## src/rtl/adc_capture_sched.sv

```systemverilog
// Round-robin capture scheduler: moves I2S ADC receiver words into a ping-pong
// sample BRAM, handshakes each receiver with an ack pulse and swaps banks per frame.
module adc_capture_sched #(
  parameter int N_CH        = 4,
  parameter int FRAME_LEN   = 512,
  parameter int ACK_HOLD    = 2,
  parameter int REL_TIMEOUT = 64
) (
  input  logic                                       sck,
  input  logic                                       rst,
  input  logic                                       start,
  input  logic                                       stop,
  output logic                                       adc_start,
  input  logic [N_CH-1:0]                            ready,
  input  logic [32*N_CH-1:0]                         adc_data,
  output logic [N_CH-1:0]                            ack,
  input  logic                                       fft_busy,
  output logic                                       bram_we,
  output logic [$clog2(FRAME_LEN)+$clog2(N_CH):0]    bram_addr,
  output logic [31:0]                                bram_din,
  output logic                                       frame_done,
  output logic                                       frame_bank,
  output logic                                       busy,
  output logic                                       overrun,
  output logic                                       ack_err
);

  localparam int CH_W    = $clog2(N_CH);
  localparam int IDX_W   = $clog2(FRAME_LEN);
  localparam int CNT_MAX = (ACK_HOLD > REL_TIMEOUT) ? ACK_HOLD : REL_TIMEOUT;
  localparam int CNT_W   = $clog2(CNT_MAX + 1);
  localparam int ADDR_W  = 1 + IDX_W + CH_W;

  typedef enum logic [2:0] {
    S_IDLE, S_ARM, S_SCAN, S_WRITE, S_HOLD, S_RELEASE, S_CHECK, S_SWAP
  } state_t;

  state_t            r_state, w_next;
  logic              r_bank;
  logic [IDX_W:0]    r_idx [N_CH];
  logic [CH_W-1:0]   r_last, r_gnt;
  logic [CNT_W-1:0]  r_cnt;
  logic              r_stop_pend;

  logic              r_adc_start, r_bram_we, r_frame_done, r_frame_bank;
  logic              r_busy, r_overrun, r_ack_err;
  logic [N_CH-1:0]   r_ack;
  logic [ADDR_W-1:0] r_bram_addr;
  logic [31:0]       r_bram_din;

  logic [N_CH-1:0]   w_elig;
  logic              w_all_full, w_found, w_stop, w_rel_tmo;
  logic [CH_W-1:0]   w_pick, w_cand;

  // A channel is full once its index reaches FRAME_LEN, i.e. the top bit is set.
  always_comb begin
    w_elig     = '0;
    w_all_full = 1'b1;
    for (int c = 0; c < N_CH; c++) begin
      w_elig[c]  = ready[c] & ~r_idx[c][IDX_W];
      w_all_full = w_all_full & r_idx[c][IDX_W];
    end
  end

  // Search starts just after the last grant; the N_CH-th step wraps back onto it.
  always_comb begin
    w_found = 1'b0;
    w_pick  = '0;
    w_cand  = '0;
    for (int i = 1; i <= N_CH; i++) begin
      w_cand = r_last + CH_W'(i);
      if (!w_found && w_elig[w_cand]) begin
        w_found = 1'b1;
        w_pick  = w_cand;
      end
    end
  end

  assign w_stop    = r_stop_pend | stop;
  assign w_rel_tmo = (r_state == S_RELEASE) && ready[r_gnt] &&
                     (r_cnt == CNT_W'(REL_TIMEOUT - 1));

  // NOTE: every always_comb output is given a default first, so no path infers a latch.
  always_comb begin
    w_next = r_state;
    case (r_state)
      S_IDLE:    if (start) w_next = S_ARM;
      S_ARM:     w_next = S_SCAN;
      S_SCAN:    if (w_stop) w_next = S_IDLE;
                 else if (w_found) w_next = S_WRITE;
      S_WRITE:   w_next = (ACK_HOLD > 1) ? S_HOLD : S_RELEASE;
      S_HOLD:    if (r_cnt == CNT_W'(ACK_HOLD - 2)) w_next = S_RELEASE;
      S_RELEASE: if (!ready[r_gnt] || w_rel_tmo) w_next = S_CHECK;
      S_CHECK:   if (w_all_full) w_next = S_SWAP;
                 else w_next = w_stop ? S_IDLE : S_SCAN;
      S_SWAP:    w_next = w_stop ? S_IDLE : S_SCAN;
      default:   w_next = S_IDLE;
    endcase
  end

  // NOTE: state and outputs update with non-blocking assignments so every
  // register samples the same pre-edge values.
  always_ff @(posedge sck) begin
    if (rst) begin
      r_state      <= S_IDLE;
      r_bank       <= 1'b0;
      r_last       <= CH_W'(N_CH - 1);
      r_gnt        <= '0;
      r_cnt        <= '0;
      r_stop_pend  <= 1'b0;
      for (int c = 0; c < N_CH; c++) r_idx[c] <= '0;
      r_adc_start  <= 1'b0;
      r_bram_we    <= 1'b0;
      r_bram_addr  <= '0;
      r_bram_din   <= '0;
      r_ack        <= '0;
      r_frame_done <= 1'b0;
      r_frame_bank <= 1'b0;
      r_busy       <= 1'b0;
      r_overrun    <= 1'b0;
      r_ack_err    <= 1'b0;
    end else begin
      r_state <= w_next;
      r_cnt   <= (w_next != r_state) ? '0 : r_cnt + 1'b1;

      // In IDLE only a start can leave, so a simultaneous stop is what gets latched.
      if (w_next == S_IDLE)      r_stop_pend <= 1'b0;
      else if (r_state == S_IDLE) r_stop_pend <= stop;
      else if (stop)             r_stop_pend <= 1'b1;

      if (r_state == S_SCAN && w_next == S_WRITE) begin
        r_gnt         <= w_pick;
        r_last        <= w_pick;
        r_idx[w_pick] <= r_idx[w_pick] + 1'b1;
        r_bram_addr   <= {r_bank, r_idx[w_pick][IDX_W-1:0], w_pick};
        r_bram_din    <= {adc_data[32*w_pick+8 +: 24], 8'h00};
      end

      if (r_state == S_SWAP || (w_next == S_IDLE && r_state != S_IDLE))
        for (int c = 0; c < N_CH; c++) r_idx[c] <= '0;

      // A refused swap keeps the bank; the FFT still owns the other one.
      if (r_state == S_SWAP) begin
        if (fft_busy) r_overrun <= 1'b1;
        else          r_bank    <= ~r_bank;
      end
      if (w_rel_tmo) r_ack_err <= 1'b1;

      r_adc_start  <= (w_next == S_ARM);
      r_bram_we    <= (w_next == S_WRITE);
      r_frame_done <= (w_next == S_SWAP);
      r_busy       <= (w_next != S_IDLE);
      if (w_next == S_SWAP) r_frame_bank <= r_bank;

      if (w_next == S_WRITE)     r_ack <= N_CH'(1) << w_pick;
      else if (w_next != S_HOLD) r_ack <= '0;
    end
  end

  assign adc_start  = r_adc_start;
  assign bram_we    = r_bram_we;
  assign bram_addr  = r_bram_addr;
  assign bram_din   = r_bram_din;
  assign ack        = r_ack;
  assign frame_done = r_frame_done;
  assign frame_bank = r_frame_bank;
  assign busy       = r_busy;
  assign overrun    = r_overrun;
  assign ack_err    = r_ack_err;

endmodule

```

## config.mk

```make
export PLATFORM = sky130hd
export DESIGN_NAME = adc_capture_sched
export DESIGN_NICKNAME = d
export VERILOG_FILES = /design/src/rtl/adc_capture_sched.sv
export SDC_FILE = /design/constraint.sdc
export NUM_CORES = 1
export LEC_CHECK = 0
export CAP_MARGIN = 20
export CORE_AREA = 2 2 107 109
export DETAILED_ROUTE_END_ITERATION = 8
export DIE_AREA = 0 0 109 111
export PLACE_DENSITY_LB_ADDON = 0.25
export SLEW_MARGIN = 20
export SYNTH_ARGS = -nofsm -noshare
export SYNTH_HDL_FRONTEND = slang
export SYNTH_SLANG_ARGS = --single-unit
export TNS_END_PERCENT = 20
```

## constraint.sdc

```tcl
create_clock -name sck -period 6.6 [get_ports sck]
set_clock_uncertainty 0.15 [all_clocks]
set_input_delay 1.32 -clock sck [delete_from_list [all_inputs] [get_ports sck]]
set_output_delay 1.32 -clock sck [all_outputs]
set_load 0.02 [all_outputs]
```

==> results by group <==
Run status
  – Status: completed

Placement
  – Final HPWL DP: 10170 um
  – GP Congestion: 0.9240
  – # port buffers: 151

Clocking
  – Skew-Pair Late Insertion Delay: 0.34 ns
  – Hold buffer count at cts: 0
  – Clock Path Buffers: 2
  – CTS Root Cell: clkbuf_16
  – Total CTS buffers: 9
  – Clock slew at reported path FFs: 0.07 ns
  – H-tree depth: 3
  – # Post-CTS Setup Buffers: 0
  – CTS tree: built
  – Post-cts resize count: 0
  – CTS Sinks: 101

Power and ir drop
  – VDD IR max: 0.1781 mV
  – Lkg Pwr: 2.569 nW
  – PD cells: 232.2 mW/mm^2

Routing
  – 1st-iter DRT viols: 445
  – DR pass1 iterations: 5
  – DRC Markers: 0
  – Via-to-Cell Ratio: 5.492
  – DR vias: 4910
  – Drt total wl: 14640 um
  – DR WL/cell: 16.37 um
  – Routed Antenna Nets: 0

Synth
  – Synthesized area per cell: 8.241 um^2
  – Yosys top cell area share: 23.86%
  – #FFs+latches synth: 101
  – Post-synth EDFFs: 40
  – Fraction of the yosys area taken by sequential cells: 47.33%
  – Unique cell type count in the Yosys netlist: 54
  – YS warnings: 0
  – Post-synthesis cell count: 621
  – Cell Area, Synth: 0.005117 mm^2
  – Async set-reset flop share out of synthesis: 0%
  – Dominant cell type by area after synthesis: dfxtp_1
  – Largest cells by area after synthesis: dfxtp_1 24%, edfxtp_1 23%, nand2_1 10%
  – Synth Flop Type: dfxtp_1

Timing
  – Tightest Pin Transition: 1.082 ns
  – Slew margin rel.: 27.89%
  – Final Hold Fails: 0
  – Hold WS: 0.3022 ns
  – Slew Limit Fails: 0
  – Final min period: 4.909 ns
  – Fmax: 0.2037 GHz
  – Crit share post-route: 74.38%
  – TNS Setup: 0 ns
  – Final Setup Violations: 0
  – Unrepaired setup endpoints after global routing: no

Global route
  – Largest net degree at the start of global routing: 57
  – Global-route wire length before repair: 23380 um
  – Vias in the first global route: 4632
  – Gr usage total: 24.73%
  – Total gr overflow: 0
  – Initial antenna violation count: 0

Floorplan
  – Die area: 0.01210 mm^2
  – Core ar.: 0.01108 mm^2
  – I/O Pins: 192
  – Row Count: 39
  – Die Y: 111 um
  – Initial Util: 46.20%
  – Die W: 109 um

Final layout
  – Area growth, synth to finish: 35.65%
  – Antenna Cells: 0
  – Nets: 886
  – Share of cells above drive strength 1: 5.992%
  – Commonest non-fill, non-tap cell in the layout: clkdlybuf4s50_1
  – Most frequent cells in the layout: 150 x clkdlybuf4s50_1, 141 x nand2_1, 80 x nand3_1

Setup path
  – WS Path Type: in -> reg
  – Worst-path maximum fanout: 39
  – CP Capture Type: register
  – CP arrival: 4.83 ns
  – CP startpoint kind: primary input
  – Worst path required time: 6.53 ns

Min path
  – Worst hold path type: reg -> reg

Flow run
  – Max cap viols: 0
-- power by group --
| part | internal (mW) | switching (mW) |
|---|---|---|
| Combinational | 0.166 | 0.224 |
| Clock | 0.264 | 0.246 |
| Sequential | 0.689 | 0.0232 |
-- through the flow --
| step | utilization [%] | worst slack (ns) | power (mW) | cells | cell area, um^2 |
|---|---|---|---|---|---|
| 4_1_cts | 62.67 | 1.709 | 1.621 | 894 | 6942 |
| 6_report | 62.67 | 1.691 | 1.612 | 894 | 6942 |
| 2_1_floorplan | - | 2.621 | 0.9695 | 628 | 5144 |
| 5_1_grt | 62.67 | 1.392 | 1.690 | 894 | 6942 |
| 3_5_place_dp | 60.05 | 1.370 | 1.113 | 878 | 6651 |
| 3_3_place_gp | 59.93 | 1.487 | 1.102 | 877 | 6639 |
-- flip-flops by register name, indices dropped and copies added, names as in the netlist --
register     flops
r_idx           40
bram_din        24
bram_addr       11
r_cnt            7
ack              4
r_state          3
r_last           2
ack_err          1
adc_start        1
bram_we          1
busy             1
frame_bank       1
frame_done       1
overrun          1
r_bank           1
r_gnt            1
r_stop_pend      1
-- logic make-up (layout without fill, tap and decap cells) --
kind of cell	Yosys count	count (layout)	synth area share (%)
AOI/OAI and AO/OA	89	89	10.34
xor gates and xnor gates	9	9	1.540
adders and majority gates	3	3	0.7336
buffers and inverters	58	181	5.086
DFF	101	101	47.33
muxes	30	30	6.406
other	1	8	0.07328
and+or+nand+nor	330	330	28.48
-- path summary, 6_finish.rpt --
path / slack (ns) / start / depth (start not counted) / end
max: 1.69 / ready[3] / 12 / r_idx[2][4]$_SDFFCE_PN0P_
min: 0.30 / bram_addr[11]$_SDFFE_PP0P_ / 2 / bram_addr[11]$_SDFFE_PP0P_
max reg2reg: 2.77 / r_idx[3][9]$_SDFFCE_PN0P_ / 11 / r_idx[2][4]$_SDFFCE_PN0P_
min reg2reg: 0.30 / bram_addr[11]$_SDFFE_PP0P_ / 2 / bram_addr[11]$_SDFFE_PP0P_
-- cells in the mapped netlist, types with 2 or more instances --
master	instances
buf_1	2
mux2_2	8
nand2_1	141
xnor2_1	4
or2_2	3
dfxtp_1	61
a21bo_2	2
a22o_1	2
a31o_2	2
o21ai_0	4
nor3_1	9
o31ai_1	3
ha_1	3
xor2_1	5
clkbuf_1	35
inv_1	10
and3_1	3
nand4_1	3
o21bai_1	2
mux2i_1	20
nand2b_1	3
buf_4	9
nor2_1	65
nor4_1	3
and2_1	3
or3_1	3
nor3b_1	2
o211ai_1	2
nor2b_1	5
a21oi_1	61
edfxtp_1	40
nand3_1	81
-- worst max-delay path, stage by stage --
cell and delay [ns]:
clkdlybuf4s50_1 0.53, nor2b_1 0.26, nor2_1 0.10, o21ba_2 0.96
mux2i_1 0.17, mux2_2 0.35, inv_1 0.17, ha_1 0.25
inv_1 0.10, nor3_1 0.23, xor2_1 0.32, nor2_1 0.08
-- area by class of cell --
type,instances,area (um^2)
inverter,10,37.54
clock inverter,7,65.06
clock buffer,9,225.2
timing repair buffer,155,1540
sequential,101,2422
tap,143,178.9
multi-input combinational,469,2472
fill,962,4135
-- routing by layer --
metal	track usage (%)	share of wire, %	vias to the layer above
met5	0	0	-
met4	6.752	1.6	0
met3	4.409	6.7	16
met2	43.48	52	178
met1	30.73	40	2336
li1	-	-	2380
No activity file was read; power rests on OpenSTA's default activity.
